--- src/rtl/display_timing_gen_if.sv ---
// Raster timing bundle: the run enable going in, counters, decodes and strobes coming out.
interface display_timing_gen_if #(
  parameter int HCOUNT_WIDTH = 10,
  parameter int VCOUNT_WIDTH = 10
);
  logic                    enable;
  logic                    pixel_en;
  logic [HCOUNT_WIDTH-1:0] h_pos;
  logic [VCOUNT_WIDTH-1:0] v_pos;
  logic [HCOUNT_WIDTH-1:0] x;
  logic [VCOUNT_WIDTH-1:0] y;
  logic                    hsync;
  logic                    vsync;
  logic                    hblank;
  logic                    vblank;
  logic                    active;
  logic                    line_start;
  logic                    frame_start;
  logic                    vblank_start;

  modport master (
    input  enable,
    output pixel_en, h_pos, v_pos, x, y, hsync, vsync, hblank, vblank, active,
           line_start, frame_start, vblank_start
  );

  modport slave (
    output enable,
    input  pixel_en, h_pos, v_pos, x, y, hsync, vsync, hblank, vblank, active,
           line_start, frame_start, vblank_start
  );
endinterface

--- src/rtl/display_timing_gen.sv ---
// Parametrised raster timing generator clocked from clk with a pixel clock-enable divider.
// Line/frame order is sync, back porch, active, front porch; all decodes are combinational.
module display_timing_gen #(
  parameter int HCOUNT_WIDTH = 10,
  parameter int VCOUNT_WIDTH = 10,
  parameter int CLK_DIV      = 2,
  parameter int H_SYNC       = 96,
  parameter int H_BACK       = 48,
  parameter int H_ACTIVE     = 640,
  parameter int H_FRONT      = 16,
  parameter int V_SYNC       = 2,
  parameter int V_BACK       = 33,
  parameter int V_ACTIVE     = 480,
  parameter int V_FRONT      = 10,
  parameter bit HSYNC_POL    = 1'b0,
  parameter bit VSYNC_POL    = 1'b0
) (
  input  logic                  clk,
  input  logic                  _reset,
  display_timing_gen_if.master  tif
);
  localparam int H_TOTAL = H_SYNC + H_BACK + H_ACTIVE + H_FRONT;
  localparam int V_TOTAL = V_SYNC + V_BACK + V_ACTIVE + V_FRONT;
  localparam int DIV_W   = (CLK_DIV > 1) ? $clog2(CLK_DIV) : 1;

  if (H_TOTAL - 1 >= (1 << HCOUNT_WIDTH)) begin : g_bad_hwidth
    $error("display_timing_gen: H_TOTAL-1 does not fit in HCOUNT_WIDTH");
  end
  if (V_TOTAL - 1 >= (1 << VCOUNT_WIDTH)) begin : g_bad_vwidth
    $error("display_timing_gen: V_TOTAL-1 does not fit in VCOUNT_WIDTH");
  end
  if (CLK_DIV < 1) begin : g_bad_div
    $error("display_timing_gen: CLK_DIV must be at least 1");
  end

  localparam logic [DIV_W-1:0]        DIV_LAST = DIV_W'(CLK_DIV - 1);
  localparam logic [HCOUNT_WIDTH-1:0] H_LAST   = HCOUNT_WIDTH'(H_TOTAL - 1);
  localparam logic [VCOUNT_WIDTH-1:0] V_LAST   = VCOUNT_WIDTH'(V_TOTAL - 1);
  localparam logic [HCOUNT_WIDTH-1:0] H_ORIGIN = HCOUNT_WIDTH'(H_SYNC + H_BACK);
  localparam logic [VCOUNT_WIDTH-1:0] V_ORIGIN = VCOUNT_WIDTH'(V_SYNC + V_BACK);

  logic [DIV_W-1:0]        div_cnt_q, div_cnt_d;
  logic [HCOUNT_WIDTH-1:0] h_pos_q,   h_pos_d;
  logic [VCOUNT_WIDTH-1:0] v_pos_q,   v_pos_d;
  logic                    div_last;
  logic [31:0]             h_w, v_w;

  assign div_last = (div_cnt_q == DIV_LAST);

  always_comb begin
    div_cnt_d = div_cnt_q;
    h_pos_d   = h_pos_q;
    v_pos_d   = v_pos_q;
    if (!tif.enable) begin
      div_cnt_d = '0;
      h_pos_d   = '0;
      v_pos_d   = '0;
    end else begin
      div_cnt_d = div_last ? '0 : div_cnt_q + 1'b1;
      if (div_last) begin
        if (h_pos_q == H_LAST) begin
          h_pos_d = '0;
          v_pos_d = (v_pos_q == V_LAST) ? '0 : v_pos_q + 1'b1;
        end else begin
          h_pos_d = h_pos_q + 1'b1;
        end
      end
    end
  end

  always_ff @(posedge clk or negedge _reset) begin
    if (!_reset) begin
      div_cnt_q <= '0;
      h_pos_q   <= '0;
      v_pos_q   <= '0;
    end else begin
      div_cnt_q <= div_cnt_d;
      h_pos_q   <= h_pos_d;
      v_pos_q   <= v_pos_d;
    end
  end

  // Widen the counters once so every region compare is done at 32 bits.
  assign h_w = 32'(h_pos_q);
  assign v_w = 32'(v_pos_q);

  // _reset gates the strobe so nothing fires while reset is held, even with CLK_DIV=1.
  assign tif.pixel_en     = tif.enable & div_last & _reset;
  assign tif.h_pos        = h_pos_q;
  assign tif.v_pos        = v_pos_q;
  assign tif.hsync        = (h_w < 32'(H_SYNC)) ? HSYNC_POL : ~HSYNC_POL;
  assign tif.vsync        = (v_w < 32'(V_SYNC)) ? VSYNC_POL : ~VSYNC_POL;
  assign tif.hblank       = (h_w < 32'(H_SYNC + H_BACK)) |
                            (h_w >= 32'(H_SYNC + H_BACK + H_ACTIVE));
  assign tif.vblank       = (v_w < 32'(V_SYNC + V_BACK)) |
                            (v_w >= 32'(V_SYNC + V_BACK + V_ACTIVE));
  assign tif.active       = ~tif.hblank & ~tif.vblank;
  assign tif.x            = tif.active ? h_pos_q - H_ORIGIN : '0;
  assign tif.y            = tif.active ? v_pos_q - V_ORIGIN : '0;
  assign tif.line_start   = tif.pixel_en & (h_pos_q == '0);
  assign tif.frame_start  = tif.line_start & (v_pos_q == '0);
  assign tif.vblank_start = tif.line_start &
                            (v_w == 32'(V_SYNC + V_BACK + V_ACTIVE));
endmodule

--- src/flat_wrapper.sv ---
// flat-port wrapper written by rule: the top's interface ports become plain ports
module display_timing_gen_flat 
#(
  parameter int HCOUNT_WIDTH = 10,
  parameter int VCOUNT_WIDTH = 10,
  parameter int CLK_DIV      = 2,
  parameter int H_SYNC       = 96,
  parameter int H_BACK       = 48,
  parameter int H_ACTIVE     = 640,
  parameter int H_FRONT      = 16,
  parameter int V_SYNC       = 2,
  parameter int V_BACK       = 33,
  parameter int V_ACTIVE     = 480,
  parameter int V_FRONT      = 10,
  parameter bit HSYNC_POL    = 1'b0,
  parameter bit VSYNC_POL    = 1'b0
)
  (clk, _reset, tif_enable, tif_pixel_en, tif_h_pos, tif_v_pos, tif_x, tif_y, tif_hsync, tif_vsync, tif_hblank, tif_vblank, tif_active, tif_line_start, tif_frame_start, tif_vblank_start);
  display_timing_gen_if #(.HCOUNT_WIDTH(HCOUNT_WIDTH), .VCOUNT_WIDTH(VCOUNT_WIDTH)) tif_i ();
  input  logic clk;
  input  logic _reset;
  input wire logic [$bits(tif_i.enable)-1:0] tif_enable;
  output wire logic [$bits(tif_i.pixel_en)-1:0] tif_pixel_en;
  output wire logic [$bits(tif_i.h_pos)-1:0] tif_h_pos;
  output wire logic [$bits(tif_i.v_pos)-1:0] tif_v_pos;
  output wire logic [$bits(tif_i.x)-1:0] tif_x;
  output wire logic [$bits(tif_i.y)-1:0] tif_y;
  output wire logic [$bits(tif_i.hsync)-1:0] tif_hsync;
  output wire logic [$bits(tif_i.vsync)-1:0] tif_vsync;
  output wire logic [$bits(tif_i.hblank)-1:0] tif_hblank;
  output wire logic [$bits(tif_i.vblank)-1:0] tif_vblank;
  output wire logic [$bits(tif_i.active)-1:0] tif_active;
  output wire logic [$bits(tif_i.line_start)-1:0] tif_line_start;
  output wire logic [$bits(tif_i.frame_start)-1:0] tif_frame_start;
  output wire logic [$bits(tif_i.vblank_start)-1:0] tif_vblank_start;
  assign tif_i.enable = tif_enable;
  assign tif_pixel_en = tif_i.pixel_en;
  assign tif_h_pos = tif_i.h_pos;
  assign tif_v_pos = tif_i.v_pos;
  assign tif_x = tif_i.x;
  assign tif_y = tif_i.y;
  assign tif_hsync = tif_i.hsync;
  assign tif_vsync = tif_i.vsync;
  assign tif_hblank = tif_i.hblank;
  assign tif_vblank = tif_i.vblank;
  assign tif_active = tif_i.active;
  assign tif_line_start = tif_i.line_start;
  assign tif_frame_start = tif_i.frame_start;
  assign tif_vblank_start = tif_i.vblank_start;
  display_timing_gen #(.HCOUNT_WIDTH(HCOUNT_WIDTH), .VCOUNT_WIDTH(VCOUNT_WIDTH), .CLK_DIV(CLK_DIV), .H_SYNC(H_SYNC), .H_BACK(H_BACK), .H_ACTIVE(H_ACTIVE), .H_FRONT(H_FRONT), .V_SYNC(V_SYNC), .V_BACK(V_BACK), .V_ACTIVE(V_ACTIVE), .V_FRONT(V_FRONT), .HSYNC_POL(HSYNC_POL), .VSYNC_POL(VSYNC_POL)) u_core (.clk(clk), ._reset(_reset), .tif(tif_i));
endmodule
--- config.mk ---
export PLATFORM = sky130hd
export DESIGN_NAME = display_timing_gen_flat
export DESIGN_NICKNAME = d
export VERILOG_FILES = /design/src/rtl/display_timing_gen_if.sv /design/src/rtl/display_timing_gen.sv /design/src/flat_wrapper.sv
export SDC_FILE = /design/constraint.sdc
export NUM_CORES = 1
export LEC_CHECK = 0
export ABC_AREA = 1
export CORE_MARGIN = 5
export CORE_UTILIZATION = 54
export CTS_BUF_LIST = sky130_fd_sc_hd__clkbuf_4
export CTS_CLUSTER_DIAMETER = 50
export CTS_CLUSTER_SIZE = 28
export DETAILED_ROUTE_END_ITERATION = 7
export PLACE_DENSITY = 0.87
export SYNTH_ARGS = -nofsm -noshare
export SYNTH_HDL_FRONTEND = slang
export SYNTH_SLANG_ARGS = --single-unit
--- constraint.sdc ---
create_clock -name clk -period 3.7 [get_ports clk]
set_input_delay 0.74 -clock clk [delete_from_list [all_inputs] [get_ports clk]]
set_output_delay 0.74 -clock clk [all_outputs]
set_load 0.005 [all_outputs]
## Word-level counts from Yosys, hierarchy flattened

Cells that the tools add are included.
W data, S select, Z words.

| storage, ports and cells | value |
|---|---|
| register bits | 21 |
| latch bits | 0 |
| RAM bits | 0 |
| memory bits (read-only) | 0 |
| bits of input ports | 3 |
| output and inout bits | 49 |
| word-level logic and storage cells | 45 |
| memories kept | 0 |

| cells by class | value |
|---|---|
| $add $sub $neg | 5 |
| $mul | 0 |
| div/mod/pow operators | 0 |
| order comparisons | 6 |
| equality and inequality tests | 5 |
| shift-type cells | 0 |
| mux-type cells | 13 |
| bitwise operators | 10 |
| reductions and logical operators | 3 |

Operators with widths:

| cell | count |
|---|---|
| $mux W10 | 9 |
| $eq A10 B10 Y1 const B | 3 |
| $add A10 B1 Y10 const B | 2 |
| $ge A10 B10 Y1 const B | 2 |
| $logic_not A10 Y1 | 2 |
| $lt A10 B2 Y1 const B | 1 |
| $lt A10 B6 Y1 const B | 1 |
| $lt A10 B7 Y1 const B | 1 |
| $lt A10 B8 Y1 const B | 1 |
| $sub A10 B6 Y10 const B | 1 |
| $sub A10 B8 Y10 const B | 1 |
| $and A1 B1 Y1 | 6 |
| $mux W1 | 4 |
| $ne A2 B1 Y1 const B | 2 |
| $not A1 Y1 | 2 |
| $or A1 B1 Y1 | 2 |
| $reduce_and A2 Y1 | 1 |
| $add A1 B1 Y1 const B | 1 |

## Depth between registers and ports, before layout

| depth | value |
|---|---|
| depth in word-level cells | 5 |
| depth in mapped cells | 10 |
| depth with buffers taken out | 9 |

## Least setup slack after synthesis

OpenSTA, ideal clock, no wires.

| path | value |
|---|---|
| kind | reg2out |
| start | reg u_core.h_pos_q[4] (netlist: u_core.tif.h_pos[4]) |
| end | out tif_x[0] |
| arrival | 1536 ps |
| data required time | 2960 ps |
| setup slack | 1424 ps |
| cell stages (with the launch flop) | 10 |
| path buffers | 1 |
| cells stage by stage | dfrtp_1 -> inv_1 -> ha_1 -> inv_1 -> o21ai_2 -> and2_1 -> a21oi_4 -> nand2_4 -> buf_6 -> nor2_2 |

| between the ends | value |
|---|---|
| word-level cells in the longest chain between the ends | 5 |
| elaborated cells between the ends (all ways) | 6 |
| those cells by class | 2 x order compare; 1 x mux; 3 x bitwise |

RTL lines:

| item | RTL line | text |
|---|---|---|
| from (decl) | display_timing_gen.sv:43 | `logic [HCOUNT_WIDTH-1:0] h_pos_q, h_pos_d;` |
| from (signal assigned) | display_timing_gen.sv:78 | `h_pos_q <= h_pos_d;` |
| $lt A10 B8 Y1 or $ge A10 B10 Y1 (tied branches) | display_timing_gen.sv:93, display_timing_gen.sv:94 |  |
| $or A1 B1 Y1 (*) | display_timing_gen.sv:93 | `assign tif.hblank = (h_w < 32'(H_SYNC + H_BACK)) \|` |
| $not A1 Y1 (*) | display_timing_gen.sv:97 | `assign tif.active = ~tif.hblank & ~tif.vblank;` |
| $and A1 B1 Y1 (*) | display_timing_gen.sv:97 |  |
| $mux W10 (*) | display_timing_gen.sv:98 | `assign tif.x = tif.active ? h_pos_q - H_ORIGIN : '0;` |
| to (decl) | flat_wrapper.sv:26 | `output wire logic [$bits(tif_i.x)-1:0] tif_x;` |

Mark *: on every way between the ends. The rest lies on a longest branch, timed or not.

## Worst setup path after layout

| path | value |
|---|---|
| start | reg u_core.h_pos_q[4] (netlist: u_core.tif.h_pos[4]) |
| end | out tif_x[8] |

| between the ends | value |
|---|---|
| word-level cells in the longest chain between the ends | 5 |
| elaborated cells between the ends (all ways) | 7 |
| those cells by class | 1 x add/sub; 2 x order compare; 1 x mux; 3 x bitwise |

RTL lines:

| item | RTL line |
|---|---|
| $lt A10 B8 Y1 or $ge A10 B10 Y1 (tied branches) | display_timing_gen.sv:93, display_timing_gen.sv:94 |
| $or A1 B1 Y1 | display_timing_gen.sv:93 |
| $not A1 Y1 | display_timing_gen.sv:97 |
| $and A1 B1 Y1 | display_timing_gen.sv:97 |
| $mux W10 (*) | display_timing_gen.sv:98 |

Marks and branches as above.

==> impl_metrics.tcl <==
set metrics [dict create \
    synthTopCellsByCount "nand2_1 (58), inv_1 (40), nor2_1 (30)" \
    ys_types 29 \
    synth_ff_type "dfrtp_1" \
    cts_max_path_buffers 2 \
    hold_start "u_core.tif.h_pos[8]" \
    hold_viol 0 \
    postCtsSetupRepairBufs 0 \
    ant_nets 0 \
    syn_nets 297 \
    path_buf_inv 3 \
    finalSetupViolCount 0 \
    fmax_mhz 294 \
    tns_ps 0 \
    area_growth_pct 27.0 \
    p_leak_nw 1.21 \
    ctsHoldBuffers 0 \
    synth-edff-count 0 \
    maxCapViolCount 0 \
    synth_area_sq_um 1950 \
    viasPerCell 5.28 \
    drv_slew 0 \
    row_count 21 \
    r2r_start "u_core.tif.h_pos[5]" \
    synthSimpleGateAreaFrac 0.429 \
    clk_pin_slew_ps 140 \
    die_area_sq_um 4910 \
    postSynth.asyncResetShare 1.00 \
    drc 0 \
    p_per_area_nw_per_um2 184 \
    postLayoutCellArea_sq_um 2470 \
    wl_per_cell_um 13.9 \
    rsz0062_at_grt "false" \
    worstPathCellList "inv_1, ha_1, inv_1, o21ai_2, and2_1, a21oi_4, nand2_4, nor2_2, clkdlybuf4s50_1" \
    cpMaxStageDelayCell "clkdlybuf4s50_1" \
    start_util 0.570 \
    yosysMostFrequentCell "nand2_1" \
    cp-startpoint "u_core.tif.h_pos[4]" \
    die_x_um 70.1 \
    vias 2002 \
    clock_sinks 21 \
    worst_slew_pin_slew_ps 370 \
    max_slew_margin 0.752 \
    layout.nets 345 \
    synthTopCellsByArea "dfrtp_1 (27%), nand2_1 (11%), inv_1 (7.7%), nand3_1 (7.5%), nor2_2 (7.4%)" \
    grt_pass1_vias 1814 \
    cp.required_ps 2960 \
    skew_ps 7.97 \
    start_kind "flip-flop" \
    syn_area_per_cell_sq_um 6.81 \
    cts_tree "yes" \
    synth_mux_area_frac 0 \
    synth.ff_latch_count 21 \
    synth_top_family_by_area "simple AND/OR/NAND/NOR gates" \
    end_kind "output pin" \
    synth_top_cell_by_area "dfrtp_1" \
    dp_hpwl_um 4040 \
    seq_area_frac_synth 0.270 \
    crit_fanout 21 \
    drt-total-wl_um 5280 \
    critPathKind "reg -> out" \
    hold_class "reg -> reg" \
    io_pins 52 \
    post_cts_resized 0 \
    grt.overflow.total 0 \
    antenna_cells 0 \
    period_share 0.918 \
    antenna_found_initial 0 \
    synth_xor_area_frac 0.0405 \
    htreeDepth 1 \
    cp.arrival_ps 2660 \
    slowest_delay_ps 520 \
    dr.first_iter.drc_count 152 \
    track_usage 0.215 \
    synth_cells 286 \
    drt_first_pass_iters 5 \
    crit_family "buffers and inverters" \
    fp.dieH_um 70.1 \
    final_layout_size_suffix_gt1_frac 0.162 \
    status "complete, no violations" \
    grt_max_degree 22 \
    synth_top_area_share 0.270 \
    cts_root_buf "clkbuf_4" \
    synth_compound_area_frac 0.0790 \
    clk_latency_ps 310 \
    peakVddDrop_uv 171 \
    grt_pass1_wl_um 8590 \
    period_needed_ps 3400 \
    numPortBuffers 51 \
    coreArea_sq_um 3420 \
    gp_congestion 0.996 \
    synth_fa_ha_area_frac 0.0514 \
    synth_warnings 0 \
    critical_path.most_common_cell "inv_1" \
    placed_area_sq_um 2450 \
    cts_buffers 3 \
]
[power breakdown]
group | leakage, nW | internal, mW | switching [mW]
Combinational | 0.902 | 0.0363 | 0.0543
Sequential | 0.289 | 0.236 | 0.00903
Clock | 0.0177 | 0.0404 | 0.0800
[cells by family (layout without fill, tap and decap cells)]
family,Yosys count,after routing
buf+inv,55,102
flops,21,21
compound gates,24,24
simple gates,169,169
xor+xnor,9,9
fa+ha+maj,8,8
[per-layer routing]
layer | routed length (um) | up-vias | global-route usage
met5 | 0 | - | 0
met4 | 73 | 0 | 0.0681
met3 | 429 | 7 | 0.0344
met2 | 2530 | 82 | 0.352
met1 | 2260 | 920 | 0.288
li1 | - | 993 | -
[flip-flops by register name (all words and copies together) (netlist names)]
signal and count:
u_core.tif.v_pos 10, u_core.tif.h_pos 10, u_core.div_cnt_q 1
[worst paths after layout]
check / slack (ps) / endpoint / cells after the start
hold reg to reg: 630 / u_core.tif.h_pos[8] / 2
setup / recovery: 300 / tif_x[8] / 9
hold / removal: 630 / u_core.tif.h_pos[8] / 2
max in group asynchronous: 2660 / u_core.tif.v_pos[9] / 2
min in group asynchronous: 810 / u_core.tif.h_pos[9] / 2
setup reg to reg: 1870 / u_core.tif.v_pos[7] / 9
[final cells by class]
class                   instances  area, sq um
multi-input cells             210         1170
fillers                       288          942
repair buffers                 53          526
flip-flops and latches         21          526
clock buffers                   3         22.5
well taps                      46         57.6
clock inverters                 1         5.00
inverters                      45          169
[layout by cell type, fill, tap and decap left out, types with 7 or more instances in the layout]
cell / instances
clkdlybuf4s50_1: 51
a21oi_1: 7
o21ai_0: 10
nand4_1: 8
nor2_1: 30
dfrtp_1: 21
nand3_1: 29
ha_1: 8
xor2_1: 8
nand2_1: 58
nor2_2: 23
inv_1: 40
[metrics by stage]
step,utilization,instances,hold WS [ps],worst slack [ps],power (mW)
3_3_place_gp,0.716,375,578,721,0.336
4_1_cts,0.724,379,623,286,0.455
2_1_floorplan,-,286,444,1420,0.299
6_report,0.724,379,631,302,0.456
3_5_place_dp,0.716,375,591,646,0.339
5_1_grt,0.724,379,667,124,0.482
[worst min-delay path, stage by stage, from the launching register on]
cell	delay [ps]
dfrtp_1	460
nand2_1	100
nand2_1	50
No activity file was read; power rests on OpenSTA's default activity.
